==> src/rtl/vit_tbck_ctrl.sv <==
// vit_tbck_ctrl: survivor memory and traceback controller; buffers one frame of ACS
// decisions, traces back from the supplied end state, and streams decoded bits in time order.
module vit_tbck_ctrl #(
    parameter int M         = 2,
    parameter int FRAME_MAX = 16,
    parameter int CNT_W     = 5
) (
    input  logic              clk,
    input  logic              rst,
    input  logic              in_valid,
    output logic              in_ready,
    input  logic [(1<<M)-1:0] in_dec,
    input  logic              in_last,
    input  logic [M-1:0]      start_state,
    output logic              out_valid,
    input  logic              out_ready,
    output logic              out_bit,
    output logic              out_last,
    output logic              busy,
    output logic              ovf
);
    localparam int NSTATE = 1 << M;
    localparam int IW     = $clog2(FRAME_MAX);
    localparam logic [1:0] IDLE = 2'd0, WRITE = 2'd1, TRACE = 2'd2, OUTPUT = 2'd3;
    logic [1:0]           state;
    logic [NSTATE-1:0]    mem [FRAME_MAX];
    logic [FRAME_MAX-1:0] obuf;
    logic [CNT_W-1:0]     wr_cnt, n_sym, tb_idx, rd_idx;
    logic [M-1:0]         tb_state;
    logic                 accept, forced;
    assign in_ready  = (state == IDLE) || (state == WRITE);
    assign busy      = (state == TRACE) || (state == OUTPUT);
    assign out_valid = state == OUTPUT;
    assign accept    = in_valid & in_ready;
    assign forced    = (state == WRITE) && (wr_cnt == CNT_W'(FRAME_MAX - 1));
    assign out_bit   = out_valid & obuf[rd_idx[IW-1:0]];
    assign out_last  = out_valid && (rd_idx == n_sym - 1'b1);
    // Storage carries no reset: contents are always rewritten before they are read.
    always_ff @(posedge clk) begin
        if (accept) mem[state == IDLE ? '0 : wr_cnt[IW-1:0]] <= in_dec;
        if (state == TRACE) obuf[tb_idx[IW-1:0]] <= tb_state[M-1];
    end
    always_ff @(posedge clk) begin
        if (rst) begin
            state    <= IDLE;
            wr_cnt   <= '0;
            n_sym    <= '0;
            tb_idx   <= '0;
            rd_idx   <= '0;
            tb_state <= '0;
            ovf      <= 1'b0;
        end else begin
            case (state)
                IDLE: if (accept) begin
                    wr_cnt <= CNT_W'(1);
                    ovf    <= 1'b0;
                    if (in_last) begin
                        tb_state <= start_state;
                        n_sym    <= CNT_W'(1);
                        tb_idx   <= '0;
                        state    <= TRACE;
                    end else begin
                        state <= WRITE;
                    end
                end
                WRITE: if (accept) begin
                    wr_cnt <= wr_cnt + 1'b1;
                    if (in_last || forced) begin
                        tb_state <= start_state;
                        n_sym    <= wr_cnt + 1'b1;
                        tb_idx   <= wr_cnt;
                        ovf      <= ovf | ~in_last;
                        state    <= TRACE;
                    end
                end
                TRACE: begin
                    tb_state <= {tb_state[M-2:0], mem[tb_idx[IW-1:0]][tb_state]};
                    tb_idx   <= tb_idx - 1'b1;
                    if (tb_idx == '0) begin
                        rd_idx <= '0;
                        state  <= OUTPUT;
                    end
                end
                OUTPUT: if (out_ready) begin
                    rd_idx <= rd_idx + 1'b1;
                    if (out_last) state <= IDLE;
                end
            endcase
        end
    end
endmodule

==> config.mk <==
export PLATFORM = sky130hd
export DESIGN_NAME = vit_tbck_ctrl
export DESIGN_NICKNAME = d
export VERILOG_FILES = /design/src/rtl/vit_tbck_ctrl.sv
export SDC_FILE = /design/constraint.sdc
export NUM_CORES = 1
export LEC_CHECK = 0
export ABC_AREA = 0
export CAP_MARGIN = 20
export CORE_MARGIN = 4
export CORE_UTILIZATION = 56
export CTS_CLUSTER_SIZE = 24
export DETAILED_ROUTE_END_ITERATION = 8
export PLACE_DENSITY = 0.74
export SLEW_MARGIN = 30
export SYNTH_ARGS = -nofsm -noshare
export SYNTH_HDL_FRONTEND = slang
export SYNTH_SLANG_ARGS = --single-unit
==> constraint.sdc <==
create_clock -name clk -period 5.5 [get_ports clk]
set_input_delay 1.1 -clock clk [delete_from_list [all_inputs] [get_ports clk]]
set_output_delay 1.1 -clock clk [all_outputs]
set_load 0.05 [all_outputs]
### Word-level counts from Yosys, hierarchy flattened

Memory sizes are Yosys's and may differ from the RTL's. A register that Yosys moved wholly into a read port is not among the register bits.
Index checks and enable logic that the tools add are counted.

| storage, ports and cells | value |
|---|---|
| bits in registers | 41 |
| RAM bits | 64 |
| input bits | 11 |
| output and inout bits | 6 |
| memories | 1 |

| operators by class | value |
|---|---|
| add/subtract/negate cells | 4 |
| magnitude comparators | 4 |
| equal/unequal tests | 12 |
| mux-type cells | 45 |
| bitwise gates (word level) | 4 |
| reductions and logical operators | 17 |

Memory list:

| name | depth | bits a word | rd ports | clocked after Yosys merged registers in | write ports | line | text |
|---|---|---|---|---|---|---|---|
| mem | 16 | 4 | 1 | 1 | 1 | 26 | `logic [NSTATE-1:0] mem [FRAME_MAX];` |

Operators by type and width:

| operator | count |
|---|---|
| $mux W5 | 12 |
| $pmux W5 S2 | 3 |
| $mux W2 | 11 |
| $bwmux W16 | 1 |
| $pmux W5 S3 | 1 |
| $mux W4 | 3 |
| $add A5 B1 Y5 const B | 2 |
| $lt A4 B5 Y1 const B | 2 |
| $reduce_and A5 Y1 | 2 |
| $sub A5 B1 Y5 const B | 2 |
| $mux W1 | 8 |
| $ne A2 B1 Y1 const B | 4 |
| $pmux W2 S4 | 1 |
| $ne A2 B2 Y1 const B | 3 |
| $pmux W2 S3 | 1 |
| $reduce_and A3 Y1 | 2 |
| $reduce_and A6 Y1 | 1 |
| $eq A5 B4 Y1 const B | 1 |
| $eq A5 B5 Y1 | 1 |
| $logic_not A5 Y1 | 1 |
| $bmux W1 S4 | 1 |
| $demux W1 S4 | 1 |
| $eq A2 B2 Y1 const B | 2 |
| $ge A4 B1 Y1 const B | 1 |
| other kinds (13) | 19 |

### Logic depth before layout (Yosys ltp)

Gate-level depths: netlist of the first run.

| depth | value |
|---|---|
| depth in word-level cells | 8 |
| gate-level depth with buffers | 9 |

### Worst setup path before layout of the first run

OpenSTA, ideal clock, no wires.

| timing path | value |
|---|---|
| path type | register -> output |
| from | register rd_idx[0] |
| to | output port out_bit |
| arrival time | 1.971 ns |
| slack | 2.429 ns |
| cell stages (with the launch flop) | 5 |
| cell sequence | dfxtp_1 clkbuf_1 mux4_2 mux4_2 and2_1 |

| between the ends | value |
|---|---|
| word-level cells in the longest chain between the ends | 3 |

Ends and longest elaborated chain:

| element | line | text |
|---|---|---|
| start: declaration | 28 | `logic [CNT_W-1:0] wr_cnt, n_sym, tb_idx, rd_idx;` |
| start signal: assignment | 85 | `rd_idx <= rd_idx + 1'b1;` |
| $bmux W1 S4 | 36 | `assign out_bit = out_valid & obuf[rd_idx[IW-1:0]];` |
| $mux W1 (implied by the code) | 36 |  |
| $and A1 B1 Y1 | 36 |  |
| end: declaration | 17 | `output logic out_bit,` |

Every way passes these cells. The select of a mux whose other input is x is not followed.

### Worst setup path after layout of the first run

Ends and elaborated chain as after synthesis.

==> qor.csv, run 1 <==
stage,metric,value,unit
worst_setup_path,path_cells,mux4_2 > mux4_2 > and2_1 > clkdlybuf4s50_1,
clocking,cts_tree,done,
global_route,grt_max_degree,24,
routing,drt-initial-drc-count,187,
worst_setup_path,crit_required,4400,ps
worst_setup_path,cp_num_cells,4,
routing,drt-total-wl,9374,um
yosys,synthMuxAreaShare,12.30,%
clocking,holdBufCountCts,0,
routing,first_pass_iters,4,
yosys,synth_ff_type,edfxtp_1,
sta,fin_crit_sh,71.58,%
floorplanning,die_h,102.1,um
status,run_status,completed,
sta,finalClockSkew,17.71,ps
yosys,yosys.area_share.simple,12.20,%
floorplanning,core_area,8678,um2
routing,num_vias,2954,
clocking,cts_sinks,109,
worst_setup_path,reg2regPathDepth,8,
yosys,yosys_warnings,0,
layout,area_growth,7.941,%
place,io_buffers,16,
clocking,numCtsBuffers,9,
global_route,antenna_found_initial,0,
sta,period_minus_slack,3937,ps
floorplanning,initial_utilization,57.19,%
pwr,p_leak,0.001696,uW
worst_setup_path,cp_slowest_stage_delay,690,ps
global_route,grt_pass1_vias,3047,
worst_hold_path,hp-class,flop to flop,
floorplanning,rows,34,
worst_setup_path,path_buf_inv,1,
clocking,clockBufferDepth,2,
clocking,clkTransAtPathRegs,100,ps
clocking,cts_resized,0,
floorplanning,io_pins,17,
worst_setup_path,startpoint,rd_idx[0],
sta,max_freq,254.0,MHz
routing,via_per_inst,5.908,
yosys,synth_area,4964,um2
yosys,avgSynthCellArea,13.10,um2
yosys,netlist_instances,379,
yosys,synth_compound_area_share,6.453,%
sta,final-hold-violation-count,0,
global_route,track_usage,20.08,%
yosys,yosysSeqAreaShare,60.10,%
global_route,grt_pass1_wl,15860,um
worst_setup_path,end_kind,output pin,
yosys,yosys.area_share.adder,3.277,%
worst_setup_path,crit_fanout,9,
clocking,post_cts_buffers,0,
yosys,synth_edf_count,80,
layout,layout_commonest_cell,edfxtp_1,
sta,tightest_slew,889.7,ps
clocking,clk_latency,390,ps
yosys,synth-seq-cells,109,
pwr,p_per_area,360.9,nW/um2
worst_setup_path,cp-endpoint,out_bit,
worst_setup_path,cp-start-kind,flop,
job,cap_violations,0,
floorplanning,die-area,10430,um2
place,dp_hpwl,6554,um
pwr,ir_worst_vdd,0.2687,mV
sta,rsz0062_at_grt,no,
worst_setup_path,crit_top_cell,mux4_2,
clocking,htreeDepth,3,
yosys,synth_top_family_by_area,multiplexers,
sta,fin_tns_setup,0,ps
routing,wl_per_cell,18.75,um
layout,final_util,61.74,%
layout,antenna_cells,0,
global_route,overflow,0,
worst_setup_path,r2r_slack,2860,ps
layout,finalNetCount,411,
yosys,syn_nets,403,
worst_setup_path,setup.worst_path.class,flop to output pin,
sta,drv_slew,0,
floorplanning,die_w,102.1,um
routing,drtAntennaViolNets,0,
sta,holdWs,476.7,ps
routing,route.detailed.drc,0,
sta,max_slew_margin,39.85,%
yosys,synth_xor_area_share,2.470,%
clocking,cts_root_buf,clkbuf_8,
worst_setup_path,r2r_start,wr_cnt[0],
worst_setup_path,worstPathArrival,2840,ps
sta,setup_viol,0,
place,gp_congestion,0.8069,
layout,drive_above_1_share,10.97,%
yosys,yosysUniqueCellTypes,52,
worst_setup_path,r2r-end,tb_state[0],
worst_setup_path,crit_slowest_cell,clkdlybuf4s50_1,
layout,final_cell_mix,"edfxtp_1, nor2_1, nand2_1",
worst_setup_path,critical-path-top-delay-family,multiplexers,
yosys,async_reset_ff_share,0,%
[cells in the mapped netlist, types with 2 or more instances]
library cell / count / area [um2]
xor2_1: 6 / 52.55
buf_6: 3 / 33.78
nor2_1: 52 / 195.2
mux2_2: 3 / 33.78
dfxtp_1: 29 / 580.6
nand2b_1: 3 / 18.77
nand4_1: 2 / 12.51
mux4_1: 3 / 78.83
clkbuf_1: 11 / 41.29
xnor2_1: 8 / 70.07
a311oi_1: 2 / 17.52
mux4_2: 19 / 427.9
buf_2: 2 / 10.01
mux2i_1: 7 / 70.07
and2_1: 3 / 18.77
nand2_1: 35 / 131.4
inv_1: 13 / 48.80
a2111oi_0: 2 / 17.52
a21oi_1: 17 / 85.08
a211oi_1: 2 / 15.01
nand3_1: 10 / 50.05
o21ai_0: 8 / 40.04
ha_1: 13 / 162.7
o211ai_1: 6 / 45.04
a22oi_1: 2 / 15.01
edfxtp_1: 80 / 2402
nor3_1: 11 / 55.05
nand3b_1: 3 / 22.52
[per-stage QoR]
stage                     worst slack [ps]  instances  cell area (um2)  power [uW]
after global placement                1987        484             5149        1444
after floorplan                       2429        379             4964        1342
after CTS                             1523        500             5358        1945
after detailed placement              1947        484             5149        1458
after global routing                  1436        500             5358        2038
final                                 1563        500             5358        1933
[state kept, by name (all words and copies together) (netlist names), named ones only]
signal    cells
mem          64
n_sym         5
obuf         16
ovf           1
rd_idx        5
state         2
tb_idx        5
tb_state      2
wr_cnt        5
[worst min-delay path, cell delays in order (launching register included)]
cell and delay (ps):
dfxtp_1 330, nand2_1 60, a21oi_1 50
[report_power, final]
| group | leakage, uW | switching, uW | internal (uW) |
|---|---|---|---|
| clock | 0.000101 | 308 | 185 |
| sequential | 0.000959 | 57.2 | 932 |
| combinational | 0.000636 | 279 | 172 |
| total | 0.00170 | 645 | 1290 |
[cell type report]
type	count	area [um2]
clock buffer	9	123.9
clock inverter	7	85.08
fill	661	3321
inverter	13	48.80
multi-input combinational	238	1822
sequential	109	2983
tap	108	135.1
timing repair buffer	16	160.2
[how the worst min path moves through the flow]
stage,cells past startpoint,to,from
CTS,2,n_sym[1],n_sym[1]
global route,2,n_sym[1],n_sym[1]
global placement,2,n_sym[1],n_sym[1]
finish,2,n_sym[1],n_sym[1]
floorplan,2,n_sym[1],n_sym[1]
detailed placement,2,n_sym[1],n_sym[1]
[cells by family (layout without fill, tap and decap cells)]
group                      after synthesis  after routing
muxes                                   32             32
AOI/OAI and AO/OA                       48             48
buffers and inverters                   32             45
and+or+nand+nor                        131            131
DFF                                    109            109
adders and majority gates               13             13
xor gates and xnor gates                14             14
[routing by layer]
metal | share of wire (%) | vias up | global-route usage (%)
met5 | 0 | - | 0
met1 | 43 | 1440 | 26.74
li1 | - | 1425 | -
met3 | 4.4 | 14 | 4.096
met4 | 1.6 | 0 | 7.770
met2 | 51 | 75 | 32.68
Note: power is estimated with default switching activity, not from simulation.
==> run 2, diff against run 1 <==
==> constraint.sdc (replaced) <==
create_clock -name clk -period 3.8 [get_ports clk]
set_input_delay 0.76 -clock clk [delete_from_list [all_inputs] [get_ports clk]]
set_output_delay 0.76 -clock clk [all_outputs]
set_load 0.05 [all_outputs]
==> qor.csv, run 2 (synthesis results as in run 1) <==
stage,metric,value,unit,change
global_route,antenna_found_initial,0,,unchanged
floorplanning,die_w,102.1,um,unchanged
layout,largest_register_ffs,64,,unchanged
clocking,cts_sinks,109,,unchanged
layout,antenna_cells,0,,unchanged
clocking,cts_tree,done,,unchanged
sta,fin_crit_sh,94.92,%,
floorplanning,rows,34,,unchanged
clocking,clockBufferDepth,2,,unchanged
layout,fill_cells,654,,was 661
routing,drt-initial-drc-count,163,,was 187
worst_hold_path,hp-class,flop to flop,,unchanged
sta,drv_slew,0,,unchanged
clocking,clkTransAtPathRegs,110,ps,was 100 ps
global_route,grt_max_degree,23,,was 24
pwr,p_per_area,517.1,nW/um2,was 360.9 nW/um2
clocking,cts_resized,0,,unchanged
floorplanning,initial_utilization,57.19,%,unchanged
worst_setup_path,crit_required,3040,ps,was 4400 ps
clocking,cts_root_buf,clkbuf_8,,unchanged
routing,first_pass_iters,5,,was 4
layout,multi_input_area,1822,um2,unchanged
worst_setup_path,setup.worst_path.class,flop to output pin,,unchanged
worst_setup_path,end_kind,output pin,,unchanged
clocking,htreeDepth,3,,unchanged
routing,drt-total-wl,9648,um,was 9374 um
layout,ff_latch_area,2983,um2,unchanged
clocking,holdBufCountCts,0,,unchanged
routing,wl_per_cell,19.18,um,was 18.75 um
floorplanning,core_area,8678,um2,unchanged
worst_setup_path,startpoint,rd_idx[0],,unchanged
sta,setup_viol,0,,unchanged
sta,fin_ws,193.1,ps,was 1563 ps
floorplanning,die-area,10430,um2,unchanged
sta,tightest_slew,841.6,ps,was 889.7 ps
layout,final_cell_mix,"edfxtp_1, nor2_1, nand2_1",,unchanged
worst_hold_path,min-delay-start,n_sym[1],,unchanged
pwr,finalPower,2778,uW,was 1933 uW
pwr,p_leak,0.001714,uW,was 0.001696 uW
floorplanning,die_h,102.1,um,unchanged
worst_setup_path,r2r_start,wr_cnt[0],,unchanged
global_route,grt_pass1_wl,15510,um,"was 15,860 um"
clocking,clk_latency,380,ps,was 390 ps
sta,period_minus_slack,3607,ps,
layout,drive_above_1_share,11.65,%,was 10.97%
sta,max_slew_margin,43.46,%,was 39.85%
layout,area_growth,8.243,%,was 7.941%
floorplanning,io_pins,17,,unchanged
place,io_buffers,16,,unchanged
clocking,numCtsBuffers,9,,unchanged
sta,final-hold-violation-count,0,,unchanged
status,run_status,completed,,unchanged
place,pre_cts_ws,586.1,ps,was 1947 ps
sta,finalClockSkew,13.10,ps,was 17.71 ps
worst_setup_path,crit_fanout,9,,unchanged
routing,via_per_inst,5.980,,was 5.908
worst_setup_path,cp-start-kind,flop,,unchanged
global_route,track_usage,19.81,%,was 20.08%
sta,max_freq,277.2,MHz,
sta,fin_tns_setup,0,ps,unchanged
clocking,post_cts_buffers,0,,unchanged
place,gp_congestion,0.8108,,was 0.8069
worst_setup_path,worstPathArrival,2850,ps,was 2840 ps
place,dp_hpwl,6920,um,was 6554 um
global_route,overflow,0,,unchanged
layout,layout_commonest_cell,edfxtp_1,,unchanged
sta,holdWs,510.3,ps,was 476.7 ps
routing,route.detailed.drc,0,,unchanged
sta,rsz0062_at_grt,no,,unchanged
global_route,grt_pass1_vias,3042,,"was 3,047"
layout,finalNetCount,414,,was 411
routing,num_vias,3008,,"was 2,954"
job,cap_violations,0,,unchanged
routing,drtAntennaViolNets,0,,unchanged
pwr,ir_worst_vdd,0.2925,mV,was 0.2687 mV
[run 2: cell types whose count changed in the layout (fill, tap and decap cells not counted)]
cell,previous run,this run
clkinv_4,0,1
buf_4,0,3
clkinv_2,0,1
inv_12,1,0
clkinvlp_4,1,0
inv_6,2,1
inv_8,1,2
[run 2: worst paths after layout]
check / slack (ps) / cells past startpoint / to
max: 190 / 4 / out_bit
min reg2reg: 510 / 2 / n_sym[1]
max reg2reg: 1160 / 8 / tb_state[0]
min: 510 / 2 / n_sym[1]
[run 2: final cells by class]
type | instances | area share [%]
sequential | 109 | 55.52
clock inverter | 7 | 1.444
timing repair buffer | 19 | 3.400
multi-input combinational | 238 | 33.91
tap | 108 | 2.515
clock buffer | 9 | 2.306
inverter | 13 | 0.9082
[run 2: per-layer routing]
layer	wire, um	vias to the layer above	GRT usage (%)
met5	0	-	0
met4	198	0	7.164
met3	428	21	4.573
met2	4940	91	33.98
met1	4080	1467	24.70
li1	-	1429	-
[run 2: where the power goes]
part / leakage (uW) / switching, uW / total [uW] / internal, uW
clock network: 0.000103 / 427 / 688 / 261
registers: 0.000959 / 79.8 / 1430 / 1350
logic: 0.000652 / 411 / 661 / 251
total: 0.00171 / 917 / 2780 / 1860
[run 2: per-stage QoR]
step	cell area [um2]	util [%]	std cells
after floorplan	4964	-	379
after global placement	5171	59.59	487
after detailed placement	5171	59.59	487
after CTS	5373	61.91	503
after global routing	5373	61.91	503
final	5373	61.91	503
[run 2: worst max-delay path, stage by stage (launching register included)]
cell	delay [ps]
dfxtp_1	610
mux4_2	560
mux4_2	450
and2_1	170
clkdlybuf4s50_1	690
